--- config.mk ---
export PLATFORM = sky130hd
export DESIGN_NAME = stack_sequencer_flat
export DESIGN_NICKNAME = d
export VERILOG_FILES = /design/src/rtl/gb_cpu_pkg.sv /design/src/rtl/stack_sequencer_if.sv /design/src/rtl/stack_sequencer_stack_ptr.sv /design/src/rtl/stack_sequencer.sv /design/src/flat_wrapper.sv
export SDC_FILE = /design/constraint.sdc
export NUM_CORES = 1
export LEC_CHECK = 0
export ABC_AREA = 1
export CORE_MARGIN = 5
export CORE_UTILIZATION = 45
export CTS_BUF_LIST = sky130_fd_sc_hd__clkbuf_4 sky130_fd_sc_hd__clkbuf_8
export DETAILED_ROUTE_END_ITERATION = 10
export PLACE_DENSITY = 0.82
export SLEW_MARGIN = 20
export SYNTH_ARGS = -nofsm -noshare
export SYNTH_HDL_FRONTEND = slang
export SYNTH_SLANG_ARGS = --single-unit
--- constraint.sdc ---
create_clock -name clk -period 2.8 [get_ports clk]
set_input_delay 0.42 -clock clk [delete_from_list [all_inputs] [get_ports clk]]
set_output_delay 0.42 -clock clk [all_outputs]
set_load 0.01 [all_outputs]
--- src/rtl/gb_cpu_pkg.sv ---
// Shared definitions for the CPU stack datapath.
//   - Register-pair encodings (BC/DE/HL/AF) as seen on the pair select bus.
//   - Stack sequencer state encoding.
//   - Stack pointer reset default and the F-register low-nibble mask.
//   - Helper that applies the F-register masking to pair write data.
package gb_cpu_pkg;

  localparam logic [1:0] PAIR_BC = 2'b00;
  localparam logic [1:0] PAIR_DE = 2'b01;
  localparam logic [1:0] PAIR_HL = 2'b10;
  localparam logic [1:0] PAIR_AF = 2'b11;

  localparam logic OP_PUSH = 1'b0;
  localparam logic OP_POP  = 1'b1;

  typedef enum logic [2:0] {
    ST_IDLE   = 3'd0,
    ST_PUSH_H = 3'd1,
    ST_PUSH_L = 3'd2,
    ST_POP_L  = 3'd3,
    ST_POP_H  = 3'd4,
    ST_WB     = 3'd5,
    ST_DONE   = 3'd6
  } seq_state_e;

  localparam logic [15:0] SP_RESET_DEFAULT = 16'hFFFE;

  // The low nibble of F is hardwired to zero in the CPU, so a popped AF
  // must never write ones into it.
  localparam logic [15:0] F_LOW_MASK = 16'hFFF0;

  function automatic logic [15:0] mask_pair_wdata(input logic [1:0]  pair,
                                                  input logic [15:0] data);
    return (pair == PAIR_AF) ? (data & F_LOW_MASK) : data;
  endfunction

endpackage

--- src/rtl/stack_sequencer_if.sv ---
// Byte-wide memory bus used by the stack sequencer.
//   mem_req   : transfer request, held until mem_ack is sampled high
//   mem_we    : 1 = write, 0 = read
//   mem_addr  : 16-bit byte address
//   mem_wdata : write byte
//   mem_rdata : read byte (valid in the cycle mem_ack is high)
//   mem_ack   : transfer completes on the rising edge where it is high
// master = sequencer side, slave = memory side.
interface stack_sequencer_if;

  logic        mem_req;
  logic        mem_we;
  logic [15:0] mem_addr;
  logic [7:0]  mem_wdata;
  logic [7:0]  mem_rdata;
  logic        mem_ack;

  modport master (
    output mem_req, mem_we, mem_addr, mem_wdata,
    input  mem_rdata, mem_ack
  );

  modport slave (
    input  mem_req, mem_we, mem_addr, mem_wdata,
    output mem_rdata, mem_ack
  );

endinterface

--- src/rtl/stack_sequencer_stack_ptr.sv ---
// stack_ptr: 16-bit stack pointer register.
//   clk, rst_n   : clock, asynchronous active-low reset (loads SP_RESET)
//   load_i       : load load_val_i (highest priority)
//   load_val_i   : value to load
//   inc_i, dec_i : +1 / -1, wrapping modulo 2^16
//   sp_o         : current stack pointer
module stack_ptr
  import gb_cpu_pkg::*;
#(
  parameter logic [15:0] SP_RESET = SP_RESET_DEFAULT
) (
  input  logic        clk,
  input  logic        rst_n,
  input  logic        load_i,
  input  logic [15:0] load_val_i,
  input  logic        inc_i,
  input  logic        dec_i,
  output logic [15:0] sp_o
);

  logic [15:0] sp_q, sp_d;

  always_comb begin
    sp_d = sp_q;
    if (load_i)     sp_d = load_val_i;
    else if (inc_i) sp_d = sp_q + 16'd1;
    else if (dec_i) sp_d = sp_q - 16'd1;
  end

  always_ff @(posedge clk or negedge rst_n) begin
    if (!rst_n) sp_q <= SP_RESET;
    else        sp_q <= sp_d;
  end

  assign sp_o = sp_q;

endmodule

--- src/rtl/stack_sequencer.sv ---
// stack_sequencer: runs one PUSH or POP of a 16-bit register pair through
// a byte-wide memory bus, high byte at the higher address.
//   clk, rst_n      : clock, asynchronous active-low reset
//   start, op, pair : request (op 0=PUSH 1=POP; pair 00=BC 01=DE 10=HL 11=AF)
//   ready, done     : idle-and-free indicator, one-cycle completion pulse
//   rf_pair_*       : register-file pair select / readback / write
//   mem             : stack_sequencer_if master (memory bus)
//   sp_load(_val)   : load SP while idle; sp_out : current SP
// Optional feature macro PC_STACK_EN adds pc_sel/pc_in/pc_out/pc_we so the
// program counter can be pushed/popped instead of a register pair.
module stack_sequencer
  import gb_cpu_pkg::*;
#(
  parameter logic [15:0] SP_RESET = SP_RESET_DEFAULT
) (
  input  logic        clk,
  input  logic        rst_n,
  input  logic        start,
  input  logic        op,
  input  logic [1:0]  pair,
  output logic        ready,
  output logic        done,
  output logic [1:0]  rf_pair_sel,
  input  logic [15:0] rf_pair_rdata,
  output logic [15:0] rf_pair_wdata,
  output logic        rf_pair_we,
  stack_sequencer_if.master mem,
  input  logic        sp_load,
  input  logic [15:0] sp_load_val,
  output logic [15:0] sp_out
`ifdef PC_STACK_EN
  ,
  input  logic        pc_sel,
  input  logic [15:0] pc_in,
  output logic [15:0] pc_out,
  output logic        pc_we
`endif
);

  localparam logic [2:0] IDLE   = ST_IDLE;
  localparam logic [2:0] PUSH_H = ST_PUSH_H;
  localparam logic [2:0] PUSH_L = ST_PUSH_L;
  localparam logic [2:0] POP_L  = ST_POP_L;
  localparam logic [2:0] POP_H  = ST_POP_H;
  localparam logic [2:0] WB     = ST_WB;
  localparam logic [2:0] DONE   = ST_DONE;

  logic [2:0]  state_q, state_d;
  logic        op_q, op_d;
  logic [1:0]  pair_q, pair_d;
  logic [15:0] data_q, data_d;
  logic [15:0] push_src;
  logic        is_idle, accept, xfer_done, to_pc;
  logic [15:0] sp;

  assign is_idle = (state_q == IDLE);
  // sp_load wins over a simultaneous start; the start is simply dropped.
  assign accept    = is_idle && start && !sp_load;
  assign xfer_done = mem.mem_req && mem.mem_ack;

`ifdef PC_STACK_EN
  logic pc_sel_q, pc_sel_d;
  assign push_src = pc_sel ? pc_in : rf_pair_rdata;
  assign to_pc    = pc_sel_q;
`else
  assign push_src = rf_pair_rdata;
  assign to_pc    = 1'b0;
`endif

  stack_ptr #(.SP_RESET(SP_RESET)) u_stack_ptr (
    .clk        (clk),
    .rst_n      (rst_n),
    .load_i     (is_idle && sp_load),
    .load_val_i (sp_load_val),
    .inc_i      (xfer_done && (op_q == OP_POP)),
    .dec_i      (xfer_done && (op_q == OP_PUSH)),
    .sp_o       (sp)
  );

  assign sp_out = sp;

  always_comb begin
    state_d = state_q;
    op_d    = op_q;
    pair_d  = pair_q;
    data_d  = data_q;
`ifdef PC_STACK_EN
    pc_sel_d = pc_sel_q;
`endif
    case (state_q)
      IDLE: begin
        if (accept) begin
          op_d   = op;
          pair_d = pair;
`ifdef PC_STACK_EN
          pc_sel_d = pc_sel;
`endif
          if (op == OP_PUSH) begin
            data_d  = push_src;
            state_d = PUSH_H;
          end else begin
            state_d = POP_L;
          end
        end
      end
      PUSH_H: if (mem.mem_ack) state_d = PUSH_L;
      PUSH_L: if (mem.mem_ack) state_d = DONE;
      POP_L: begin
        if (mem.mem_ack) begin
          data_d[7:0] = mem.mem_rdata;
          state_d     = POP_H;
        end
      end
      POP_H: begin
        if (mem.mem_ack) begin
          data_d[15:8] = mem.mem_rdata;
          state_d      = WB;
        end
      end
      WB:      state_d = DONE;
      DONE:    state_d = IDLE;
      default: state_d = IDLE;
    endcase
  end

  always_ff @(posedge clk or negedge rst_n) begin
    if (!rst_n) begin
      state_q <= IDLE;
      op_q    <= OP_PUSH;
      pair_q  <= PAIR_BC;
      data_q  <= '0;
`ifdef PC_STACK_EN
      pc_sel_q <= 1'b0;
`endif
    end else begin
      state_q <= state_d;
      op_q    <= op_d;
      pair_q  <= pair_d;
      data_q  <= data_d;
`ifdef PC_STACK_EN
      pc_sel_q <= pc_sel_d;
`endif
    end
  end

  // Bus outputs decode only from registered state and SP, which cannot
  // change until the ack edge, so they stay stable while a transfer waits.
  // Pushes pre-decrement (write at SP-1), pops post-increment (read at SP).
  always_comb begin
    mem.mem_req   = 1'b0;
    mem.mem_we    = 1'b0;
    mem.mem_addr  = '0;
    mem.mem_wdata = '0;
    case (state_q)
      PUSH_H: begin
        mem.mem_req   = 1'b1;
        mem.mem_we    = 1'b1;
        mem.mem_addr  = sp - 16'd1;
        mem.mem_wdata = data_q[15:8];
      end
      PUSH_L: begin
        mem.mem_req   = 1'b1;
        mem.mem_we    = 1'b1;
        mem.mem_addr  = sp - 16'd1;
        mem.mem_wdata = data_q[7:0];
      end
      POP_L, POP_H: begin
        mem.mem_req  = 1'b1;
        mem.mem_addr = sp;
      end
      default: ;
    endcase
  end

  assign rf_pair_sel   = is_idle ? pair : pair_q;
  assign rf_pair_we    = (state_q == WB) && !to_pc;
  assign rf_pair_wdata = rf_pair_we ? mask_pair_wdata(pair_q, data_q) : 16'h0000;
  assign done          = (state_q == DONE);
  assign ready         = is_idle && !sp_load;

`ifdef PC_STACK_EN
  // PC has no flag nibble, so it is written back unmasked.
  assign pc_we  = (state_q == WB) && to_pc;
  assign pc_out = pc_we ? data_q : 16'h0000;
`endif

endmodule

--- src/flat_wrapper.sv ---
// flat-port wrapper written by rule: the top's interface ports become plain ports
module stack_sequencer_flat import gb_cpu_pkg::*;
#(
  parameter logic [15:0] SP_RESET = SP_RESET_DEFAULT
)
  (clk, rst_n, start, op, pair, ready, done, rf_pair_sel, rf_pair_rdata, rf_pair_wdata, rf_pair_we, sp_load, sp_load_val, sp_out, mem_mem_req, mem_mem_we, mem_mem_addr, mem_mem_wdata, mem_mem_rdata, mem_mem_ack);
  stack_sequencer_if mem_i ();
  input  logic clk;
  input  logic rst_n;
  input  logic start;
  input  logic op;
  input  logic [1:0] pair;
  output logic ready;
  output logic done;
  output logic [1:0] rf_pair_sel;
  input  logic [15:0] rf_pair_rdata;
  output logic [15:0] rf_pair_wdata;
  output logic rf_pair_we;
  input  logic sp_load;
  input  logic [15:0] sp_load_val;
  output logic [15:0] sp_out;
  output wire logic [$bits(mem_i.mem_req)-1:0] mem_mem_req;
  output wire logic [$bits(mem_i.mem_we)-1:0] mem_mem_we;
  output wire logic [$bits(mem_i.mem_addr)-1:0] mem_mem_addr;
  output wire logic [$bits(mem_i.mem_wdata)-1:0] mem_mem_wdata;
  input wire logic [$bits(mem_i.mem_rdata)-1:0] mem_mem_rdata;
  input wire logic [$bits(mem_i.mem_ack)-1:0] mem_mem_ack;
  assign mem_mem_req = mem_i.mem_req;
  assign mem_mem_we = mem_i.mem_we;
  assign mem_mem_addr = mem_i.mem_addr;
  assign mem_mem_wdata = mem_i.mem_wdata;
  assign mem_i.mem_rdata = mem_mem_rdata;
  assign mem_i.mem_ack = mem_mem_ack;
  stack_sequencer #(.SP_RESET(SP_RESET)) u_core (.clk(clk), .rst_n(rst_n), .start(start), .op(op), .pair(pair), .ready(ready), .done(done), .rf_pair_sel(rf_pair_sel), .rf_pair_rdata(rf_pair_rdata), .rf_pair_wdata(rf_pair_wdata), .rf_pair_we(rf_pair_we), .mem(mem_i), .sp_load(sp_load), .sp_load_val(sp_load_val), .sp_out(sp_out));
endmodule
# Yosys cells after proc, flatten, opt, wreduce, memory -nomap -nowiden
# Index checks and enable logic that the tools add are counted.
dict set report word_totals {
  reg_bits 38
  latchBits 0
  mem_bits_rw 0
  mem_bits_ro 0
  out_inout_bits 63
  word_cells 63
  n_memories 0
}
dict set report op_classes {
  n_addsub 2
  n_mul 0
  n_div 0
  n_lt_le_gt_ge 0
  eq_ne 13
  n_shift 0
  muxes 22
  bitwise 1
  reduce_logical 19
}
# cell n
set ops {}
lappend ops {{$mux W16} 6}
lappend ops {{$pmux W8 S2} 3}
lappend ops {{$pmux W16 S2} 1}
lappend ops {{$pmux W3 S6} 1}
lappend ops {{$add A16 B1 Y16 const B} 1}
lappend ops {{$sub A16 B1 Y16 const B} 1}
lappend ops {{$mux W3} 5}
lappend ops {{$ne A2 B2 Y1 const B} 6}
lappend ops {{$eq A3 B3 Y1 const B} 3}
lappend ops {{$mux W8} 1}
lappend ops {{$reduce_and A4 Y1} 2}
lappend ops {{$logic_and A1 B1 Y1} 7}
lappend ops {{$eq A3 B2 Y1 const B} 2}
lappend ops {{$reduce_and A5 Y1} 1}
lappend ops {{$mux W2} 2}
lappend ops {{$mux W4} 1}
lappend ops {{$reduce_bool A2 Y1} 2}
lappend ops {{$reduce_or A2 Y1} 2}
lappend ops {{$reduce_or A4 Y1} 1}
lappend ops {{$eq A3 B1 Y1 const B} 1}
lappend ops {{$logic_not A3 Y1} 1}
lappend ops {{$reduce_bool A3 Y1} 1}
lappend ops {{$eq A2 B2 Y1 const B} 1}
lappend ops {{$mux W1} 2}
lappend ops {{3 further kinds} 3}

# Logic depth before layout (Yosys ltp)
# Gate-level depths: netlist of run 1.
dict set report depth {
  ltp_word 8
  ltp_mapped 12
  ltp_nobuf 11
}

# By module
# From an unflattened synthesis of run 1, not the netlist that was laid out.
dict set report unflattened {
  hier_cells 609
  area_unflattened_um2 3799.9
}
# mod instances cells_per_inst area_each_um2
set modules_own_cells {}
lappend modules_own_cells {stack_sequencer 1 355 2144.6}
lappend modules_own_cells {stack_ptr 1 254 1655.3}

# Worst setup path before layout of run 1
# OpenSTA, ideal clock, no wires.
dict set report synth_path {
  kind {register to output}
  from {register u_core.u_stack_ptr.sp_q[0] (netlist: u_core.u_stack_ptr.sp_o[0])}
  to {output port mem_mem_addr[14]}
  t_arrival_ns 1.594
  slack_ns 0.786
  path_stages_with_launch 10
  path_cell_list {dfrtp_1 inv_1 ha_1 nand3_1 nor2_1 nand2_1 o21ai_0 nand2_1 nand2_1 o21ai_0}
}
dict set report synth_between {
  elab_chain_len 2
}
# item line_no
set synth_rtl {}
lappend synth_rtl {{from (decl)} stack_sequencer_stack_ptr.sv:21} ;# logic [15:0] sp_q, sp_d;
lappend synth_rtl {{from (signal assigned)} stack_sequencer_stack_ptr.sv:32} ;# else sp_q <= sp_d;
lappend synth_rtl {{$sub A16 B1 Y16} {stack_sequencer.sv:158, stack_sequencer.sv:164}}
lappend synth_rtl {{$pmux W16 S2} stack_sequencer.sv:154} ;# case (state_q)
lappend synth_rtl {{to (decl)} flat_wrapper.sv:24} ;# output wire logic [$bits(mem_i.mem_addr)-1:0] mem_mem_addr;
# Every way passes these cells.

# Worst setup path in the final report of run 1
dict set report layout_path {
  from {register u_core.u_stack_ptr.sp_q[0] (netlist: u_core.u_stack_ptr.sp_o[0])}
  to {output port mem_mem_addr[6]}
}
# Same word-level chain as after synthesis.

==> metrics, run 1 <==
overall power=approximately 5.4 mW; most frequent cells in the layout=nand2_1, clkdlybuf4s50_1, nor2_1; Worst Tran Pin Value=between 0.8 and 0.9 ns; synthesized cell area=3250 um^2; Antenna Nets Post-Route=0; slew margin rel.=approximately 42%; dpl ws=approximately 0.26 ns; htree depth=2; Synth Warn #=0; max-cap viol count=0; vias per cell=5.17; final period utilization=around 97%; Reg2Reg Capture Point=u_core.u_stack_ptr.sp_o[3]; Die Area=approximately 9000 um^2; register area share after synthesis=between 20% and 30%; WS Path Type=flip-flop to output port; core area=~7000 um^2; Initial Utilization=between 40% and 50%; CP cell instances=inv_2, ha_2, nand3_4, nor2_2, xor2_1, inv_1, o22ai_1, clkdlybuf4s50_1; IO Port Bufs=110; Layout fillers=roughly 660; crit-path max FO=6; Post-Synth Simple-Gate Area=slightly above 40%; Vias=approximately 3.8k; Required @ worst endpoint=roughly 2.4 ns; synthesized instance count=534; number of global-route vias before repair=approximately 3.7k; nets=between 600 and 700; final hold vios=0; CP startpoint=u_core.u_stack_ptr.sp_o[0]; final setup vio count=0; TritonCTS clock tree=built; drt pass-1 iters=4; Max Root-Sink Buffers=2; fraction of registers with async set/reset=100%; Horiz. Die Dim=~95 um; TritonCTS Buffers=5; Setup TNS=0 ns; top_reg_cell synth=dfrtp_1; largest net degree at the start of global routing=39; EDFF count, synth=0; Synth Register Bits=38; Power Dens Cells=around 1200 nW/um^2; GP Congestion=0.925; placed cells=726; worst path arrival time=~2.3 ns; CTS Sinks=38; Worst path max stage delay=~0.56 ns; maximum VDD drop=approximately 0.52 mV; Total Routing Usage GR=23.2%; post-synthesis mux area share=0%; critical path capture point type=output port; fin util=around 64%; status=finished, final reports clean; first-pass GRT wire length=approximately 17000 um; WL final=about 10000 um; Worst setup SP type=flip-flop; initial antenna violation count=0; worst hold path type=input pin to asynchronous set/reset pin; clk_skew=between 0.005 and 0.006 ns; Netlist cell types=34; Slew Viols, Final=0; initial DRC count=~240; IO Pins=~110; synthesis-to-layout area growth=41.3%; Mapped Avg Cell Area=between 6 and 7 um^2; worst r2r src=u_core.state_q[1]; Worst R2R Setup Slack=0.84 ns; post-synth net total=a little under 600; CTS Root Buffer Type=clkbuf_8; ant diodes=0; most common cell after layout, fill and taps aside=nand2_1; slowest CP cell=clkdlybuf4s50_1; # DRC=0; xor and xnor area share after synthesis=roughly 3.2%; clock slew at reported path FFs=about 0.080 ns; Die Y=approximately 95 um; Layout Cells excl Fill=736; multi-input logic area=about 2000 um^2; Synth Area in Compound Gates=~14%; share of layout cells above drive strength 1=under 10%; R2R depth=9; Adder-Cell Fraction of Synth Area=under 10%; FMAX=roughly 370 MHz; static leakage=about 2.1 nW; aggregate global routing overflow=0; Post-DP HPWL=between 7000 and 8000 um; final setup margin=0.0960 ns; largest family of logic cells by synthesized area=simple AND/OR/NAND/NOR gates; routed len/inst=approximately 14 um; Site Rows=31; Final Critical Period=roughly 2.7 ns; flip-flop and latch area=970 um^2; worst-skew pair later-pin latency=~0.29 ns
## kinds of logic (layout without fill, tap and decap cells)
family / after synthesis / count (layout)
AOI/OAI and AO/OA: 80 / 80
adders and majority gates: 3 / 3
xor gates and xnor gates: 12 / 12
buffers and inverters: 88 / 191
DFF: 38 / 38
and+or+nand+nor: 313 / 313
## how the worst max path moves through the flow
stage,end,cells past startpoint
global placement,mem_mem_addr[14],10
finish,mem_mem_addr[6],8
floorplan,mem_mem_addr[14],9
global route,mem_mem_addr[6],8
detailed placement,mem_mem_addr[14],10
CTS,rf_pair_wdata[1],4
## state kept, by name (all words and copies together) (netlist names)
name / count
u_core.data_q: 16
u_core.u_stack_ptr.sp_o: 16
u_core.state_q: 3
u_core.pair_q: 2
u_core.op_q: 1
## worst max-delay path, delay by kind of cell (launching register included)
kind                     cells  cell delay [ns]
AO/OA/AOI/OAI                1             0.11
XOR/XNOR                     1             0.18
adder cells (fa/ha/maj)      1             0.23
buffers and inverters        3             0.75
flip-flops                   1             0.43
AND/OR/NAND/NOR              2             0.29
## metal layers
layer	up-vias	wire (um)	global-route usage, %
met5	-	0	0
met4	0	242	7.81
met3	24	878	5.66
met2	183	5010	42.1
met1	1711	4050	26.3
li1	1885	-	-
## cell usage after synthesis (6+ instances only)
cell type | number | share of area (%)
nand2_1 | 178 | 21
dfstp_2 | 15 | 12
dfrtp_1 | 23 | 18
o21ai_1 | 6 | 0.92
xor2_1 | 11 | 3.0
nor3_1 | 7 | 1.1
clkbuf_1 | 14 | 1.6
nor2_1 | 71 | 8.2
o22ai_1 | 13 | 2.5
inv_1 | 62 | 7.2
o21ai_0 | 51 | 7.9
nand3_1 | 38 | 5.9
## cell type report
class | instances | share of cell area [%]
flip-flops and latches | 38 | 21.1
well taps | 99 | 2.70
inverters | 66 | 5.40
multi-input cells | 408 | 42.6
clock buffers | 6 | 1.80
clock inverters | 2 | 1.31
repair buffers | 117 | 25.0
## what timing repair did
item	4_1_cts	5_1_grt
gates resized for setup	5	6
endpoints found under the hold margin	0	0
hold buffers	0	0
pin swaps	0	1
endpoints found under the setup margin	6	22
buffers inserted	0	2
## metrics by stage
step           area (um^2)  hold slack [ns]
6_report              4590            0.235
5_1_grt               4590            0.321
4_1_cts               4550            0.275
3_5_place_dp          4400            0.495
3_3_place_gp          4400            0.486
2_1_floorplan         3250            0.124
## report_power, final
| part | switching [mW] | internal (mW) |
|---|---|---|
| Combinational | 2.07 | 1.50 |
| Sequential | 0.349 | 0.902 |
| Clock | 0.210 | 0.380 |
Note: power is estimated with default switching activity, not from simulation.
==> inputs of run 2 (changes only) <==
--- a/config.mk
+++ b/config.mk
@@ -7,10 +7,11 @@
 export LEC_CHECK = 0
 export ABC_AREA = 1
 export CORE_MARGIN = 5
-export CORE_UTILIZATION = 45
+export CORE_UTILIZATION = 51
 export CTS_BUF_LIST = sky130_fd_sc_hd__clkbuf_4 sky130_fd_sc_hd__clkbuf_8
 export DETAILED_ROUTE_END_ITERATION = 10
-export PLACE_DENSITY = 0.82
+export HOLD_SLACK_MARGIN = 0.02
+export PLACE_DENSITY = 0.91
 export SLEW_MARGIN = 20
 export SYNTH_ARGS = -nofsm -noshare
 export SYNTH_HDL_FRONTEND = slang
==> run 2 against run 1 <==
Effect of this change:
- critical path depth fell by 2
- global-route usage rose by 2.8 points
- utilization up 7.9 points
- sequential power barely moved
- sequential cell count unchanged
- maximum frequency shrank 0.99%
- clock skew grew 0.0040 ns
- first-iteration DRC count increased by 36%
- highest routed layer unchanged
==> metrics, run 2 (synthesis gave the netlist of run 1 again) <==
IO Port Bufs=110; CP delay by family, top=buffers and inverters; Comb power frac=slightly below 70%; Required @ worst endpoint=approximately 2.4 ns; Site Rows=29; overall power=between 5 and 6 mW; cts hold-fix bufs=0; final hold vios=0; Vias=3911; Total Routing Usage GR=about a quarter; cell area after layout=4530 um^2; final period utilization=approximately 98%; clk_skew=about 0.0092 ns; Antenna Nets Post-Route=0; static leakage=approximately 2.1 nW; worst hold path type=input pin to asynchronous set/reset pin; most frequent cells in the layout=nand2_1, clkdlybuf4s50_1, nor2_1; CTS Sinks=38; core area=~6300 um^2; worst path arrival time=around 2.3 ns; slew margin rel.=about two fifths; Initial Utilization=between 50% and 60%; critical path capture point type=output port; placed cell areas=~4400 um^2; # DRC=0; power share of the clock group=7.9%; aggregate global routing overflow=0; Power Dens Cells=around 1200 nW/um^2; WP buf/inv=3; first-pass GRT wire length=approximately 18000 um; Worst Tran Pin Value=approximately 0.88 ns; CTS Root Buffer Type=clkbuf_8; most common cell after layout, fill and taps aside=nand2_1; max-cap viol count=0; nets=between 600 and 700; Setup TNS=0 ns; Die Area=8060 um^2; WS Path Type=flip-flop to output port; synthesis-to-layout area growth=39.6%; Slew Viols, Final=0; Horiz. Die Dim=~90 um; worst-skew pair later-pin latency=0.31 ns; share of layout cells above drive strength 1=under 10%; Worst path max stage delay=a little under 0.6 ns; TritonCTS clock tree=built; RSZ-0062 raised after global routing=true; Flop pwr share=a little under a quarter; htree depth=2; switching pwr=approximately 2.7 mW; CP cell instances=inv_2, nand3_2, nand2_8, inv_2, o22ai_1, clkdlybuf4s50_1; sw frac=between 50 and 60%; largest net degree at the start of global routing=39; Final Critical Period=2.73 ns; Critical Path Most Common Cell=inv_2; vias per cell=between 5 and 6; crit-path max FO=16; initial antenna violation count=0; slowest CP cell=clkdlybuf4s50_1; Post-DP HPWL=between 7000 and 8000 um; WL final=10500 um; Max Root-Sink Buffers=2; final setup vio count=0; maximum VDD drop=between 0.6 and 0.7 mV; Die Y=roughly 90 um; initial DRC count=324; drt pass-1 iters=8; IO Pins=~110; GP Congestion=0.893; Worst setup SP type=flip-flop; status=finished, final reports clean; FMAX=~370 MHz; P_int=around 2.6 mW; routed len/inst=roughly 15 um; TritonCTS Buffers=5; clock slew at reported path FFs=approximately 0.080 ns; ant diodes=0; number of global-route vias before repair=~4.0k
run 2: changes by cell type in the layout (fill, tap and decap cells not counted), sizes merged:
cell / change
dlymetal6s2s: +1
clkinvlp: +1
bufinv: -2
clkinv: +1
clkdlybuf4s50: -1
buf: +1
run 2: worst reg2reg max path: cells and delay by family (launching register included):
kind / cells / cell delay [ns]
buf+inv: 2 / 0.28
flops: 1 / 0.47
simple gates: 8 / 1.36
run 2: cell type report:
cell class / count / area, um^2
Tap cell: 77 / 96.3
Timing Repair Buffer: 118 / 1160
Sequential cell: 38 / 970
Clock inverter: 2 / 12.5
Clock buffer: 6 / 82.6
Fill cell: 507 / 1740
Inverter: 66 / 248
Multi-Input combinational cell: 408 / 1970
run 2: what timing repair did:
| action | CTS | global route |
|---|---|---|
| gates resized for setup | 5 | 8 |
| buffers inserted | 0 | 4 |
| setup endpoints to repair | 7 | 12 |
run 2: per-stage QoR:
stage | hold slack, ns | util, % | worst slack (ns) | cells
floorplan | 0.124 | - | 0.786 | 534
global placement | 0.483 | 69.5 | 0.310 | 703
detailed placement | 0.493 | 69.5 | 0.225 | 703
CTS | 0.258 | 71.2 | 0.0208 | 711
global route | 0.299 | 72.2 | -0.0558 | 715
finish | 0.231 | 72.2 | 0.0691 | 715
run 2: routing by layer:
| metal | up-vias | global-route usage (%) | part of all wire [%] |
|---|---|---|---|
| li1 | 1889 | - | - |
| met1 | 1797 | 30.3 | 39 |
| met2 | 189 | 46.0 | 51 |
| met3 | 36 | 6.68 | 8.7 |
| met4 | 0 | 8.56 | 2.2 |
| met5 | - | 0 | 0 |
run 2: final timing paths:
| path | slack (ns) | end | cells after the start | startpoint |
|---|---|---|---|---|
| worst min-delay path | 0.23 | u_core.data_q[6] | 1 | rst_n |
| max in group asynchronous | 2.02 | u_core.op_q | 1 | rst_n |
| worst max-delay path | 0.07 | mem_mem_addr[2] | 6 | u_core.state_q[2] |
| worst min register to register | 0.50 | u_core.u_stack_ptr.sp_o[15] | 2 | u_core.u_stack_ptr.sp_o[15] |
| min in group clk | 0.50 | u_core.u_stack_ptr.sp_o[15] | 2 | u_core.u_stack_ptr.sp_o[15] |
| worst max register to register | 0.66 | u_core.u_stack_ptr.sp_o[8] | 10 | u_core.state_q[2] |
run 2: power by group through the flow:
| stage | Combinational [mW] | Clock (mW) | Sequential, mW |
|---|---|---|---|
| finish | 3.63 | 0.421 | 1.26 |
| global route | 4.05 | 0.445 | 1.30 |
| CTS | 3.52 | 0.419 | 1.25 |
| detailed placement | 3.48 | 0 | 1.25 |
| global placement | 3.40 | 0 | 1.24 |
| floorplan | 2.26 | 0 | 1.10 |
==> inputs of run 3 (changes only) <==
--- a/config.mk
+++ b/config.mk
@@ -7,11 +7,12 @@
 export LEC_CHECK = 0
 export ABC_AREA = 1
 export CORE_MARGIN = 5
-export CORE_UTILIZATION = 51
+export CORE_UTILIZATION = 50
 export CTS_BUF_LIST = sky130_fd_sc_hd__clkbuf_4 sky130_fd_sc_hd__clkbuf_8
 export DETAILED_ROUTE_END_ITERATION = 10
 export HOLD_SLACK_MARGIN = 0.02
-export PLACE_DENSITY = 0.91
+export PLACE_DENSITY = 0.9
+export SETUP_SLACK_MARGIN = 0.1
 export SLEW_MARGIN = 20
 export SYNTH_ARGS = -nofsm -noshare
 export SYNTH_HDL_FRONTEND = slang
==> run 3 against run 2 <==
Effect of this change:
- clock-buffer cell count shrank 1
- non-clock buffer count shrank 1
- sequential cell count is the same
- routed wire length shrank 3.0%
- combinational power shrank 2%
- global-route usage shrank 1.7 points
- design area grew 0.33%
- register-to-register slack gained 0.15 ns
- critical path type unchanged
- die area grew 1.8%
- sequential share of layout area shrank 0.071 points
- via count shrank 0.84%
- highest routed layer unchanged
==> metrics, run 3 (synthesis gave the netlist of run 1 again) <==
max-cap viol count=0; most frequent cells in the layout=nand2_1, clkdlybuf4s50_1, nor2_1; Worst setup SP type=flip-flop; FMAX=roughly 370 MHz; Antenna Nets Post-Route=0; # DRC=0; RSZ-0062 raised after global routing=true; critical path capture point type=output port; most common cell after layout, fill and taps aside=nand2_1; sw frac=around 50%; worst-skew pair later-pin latency=~0.30 ns; power share of the clock group=under 10%; Site Rows=29; clk_skew=0.00866 ns; final setup margin=approximately 0.09 ns; Comb power frac=roughly two thirds; fin util=between 70% and 80%; worst path arrival time=2.29 ns; Initial Utilization=51.1%; static leakage=roughly 2.2 nW; ant diodes=0; switching pwr=2.65 mW; nets=a little under 700; number of global-route vias before repair=just under 4k; initial antenna violation count=0; Horiz. Die Dim=around 91 um; Die Y=90.6 um; Vias=3878; Final Critical Period=roughly 2.7 ns; GP Congestion=a little over 0.9; Total Routing Usage GR=24.3%; synthesis-to-layout area growth=40.1%; TritonCTS clock tree=built; first-pass GRT wire length=about 17000 um; final hold vios=0; Slew Viols, Final=0; CTS Root Buffer Type=clkbuf_8; final period utilization=~97%; slew margin rel.=~41%; aggregate global routing overflow=0; maximum VDD drop=about 0.69 mV; Die Area=8210 um^2; largest net degree at the start of global routing=39; Post-DP HPWL=7660 um; IO Pins=roughly 110; IO Port Bufs=110; routed len/inst=around 14 um; clock slew at reported path FFs=approximately 0.090 ns; worst hold path type=input pin to asynchronous set/reset pin; Worst Tran Pin Value=~0.9 ns; cts hold-fix bufs=0; vias per cell=5.43; drt pass-1 iters=5; CTS Sinks=38; WL final=around 10000 um; Required @ worst endpoint=about 2.4 ns; core area=roughly 6300 um^2; share of layout cells above drive strength 1=9.73%; TritonCTS Buffers=5; Hold Worst Slack=0.236 ns; Power Dens Cells=approximately 1200 nW/um^2; Max Root-Sink Buffers=2; P_int=around 2.7 mW; crit-path max FO=7; WS Path Type=flip-flop to output port; placed cells=705; dpl ws=0.226 ns; Flop pwr share=23.6%; initial DRC count=238; Layout Cells excl Fill=714; Setup TNS=0 ns; final setup vio count=0; status=finished, final reports clean; Layout fillers=roughly 530; htree depth=2
-- run 3: cell type report --
| cell class | instances | area, um^2 | share of cell area [%] |
|---|---|---|---|
| multi-input combinational | 408 | 1960 | 43.2 |
| timing repair buffer | 117 | 1160 | 25.4 |
| sequential | 38 | 970 | 21.3 |
| inverter | 66 | 248 | 5.45 |
| tap | 77 | 96.3 | 2.12 |
| clock buffer | 5 | 68.8 | 1.51 |
| clock inverter | 3 | 45.0 | 0.990 |
-- run 3: final timing paths --
path | slack, ns | depth (start not counted) | end | startpoint
worst min-delay path | 0.24 | 1 | u_core.u_stack_ptr.sp_o[0] | rst_n
worst max register to register | 0.81 | 10 | u_core.data_q[13] | u_core.state_q[0]
min in group clk | 0.51 | 2 | u_core.u_stack_ptr.sp_o[3] | u_core.u_stack_ptr.sp_o[3]
worst min register to register | 0.51 | 2 | u_core.u_stack_ptr.sp_o[3] | u_core.u_stack_ptr.sp_o[3]
max in group asynchronous | 2.01 | 1 | u_core.state_q[0] | rst_n
worst max-delay path | 0.09 | 8 | mem_mem_addr[15] | u_core.u_stack_ptr.sp_o[0]
-- run 3: timing repair --
item / 4_1_cts / 5_1_grt
setup endpoints to repair: 9 / 11
gates resized for setup: 7 / 10
buffers inserted: 0 / 1
-- run 3: per-layer routing --
layer | GRT usage, % | vias to the layer above | wire (um)
met3 | 6.25 | 22 | 940
met1 | 27.1 | 1771 | 4020
met5 | 0 | - | 0
met2 | 44.6 | 198 | 5040
li1 | - | 1887 | -
met4 | 7.20 | 0 | 147
-- run 3: worst max-delay path, cell delays in order (launching register included) --
cell and delay, ns:
dfrtp_1 0.43, inv_2 0.13, nand2_1 0.15, nor2_2 0.31
nand3_1 0.13, nand2_1 0.11, nand2_1 0.05, o21ai_0 0.10
clkdlybuf4s50_1 0.58
-- run 3: power groups by stage --
stage                     Sequential [mW]  Clock (mW)  Combinational (mW)
after CTS                            1.24       0.494                3.51
after global routing                 1.29       0.518                3.95
after global placement               1.23           0                3.40
final                                1.25       0.492                3.56
after floorplan                      1.10           0                2.26
after detailed placement             1.25           0                3.48
-- run 3: metrics by stage --
| stage | power [mW] | area (um^2) |
|---|---|---|
| 5_1_grt | 5.75 | 4550 |
| 4_1_cts | 5.24 | 4500 |
| 3_5_place_dp | 4.73 | 4380 |
| 6_report | 5.31 | 4550 |
| 2_1_floorplan | 3.36 | 3250 |
| 3_3_place_gp | 4.64 | 4380 |
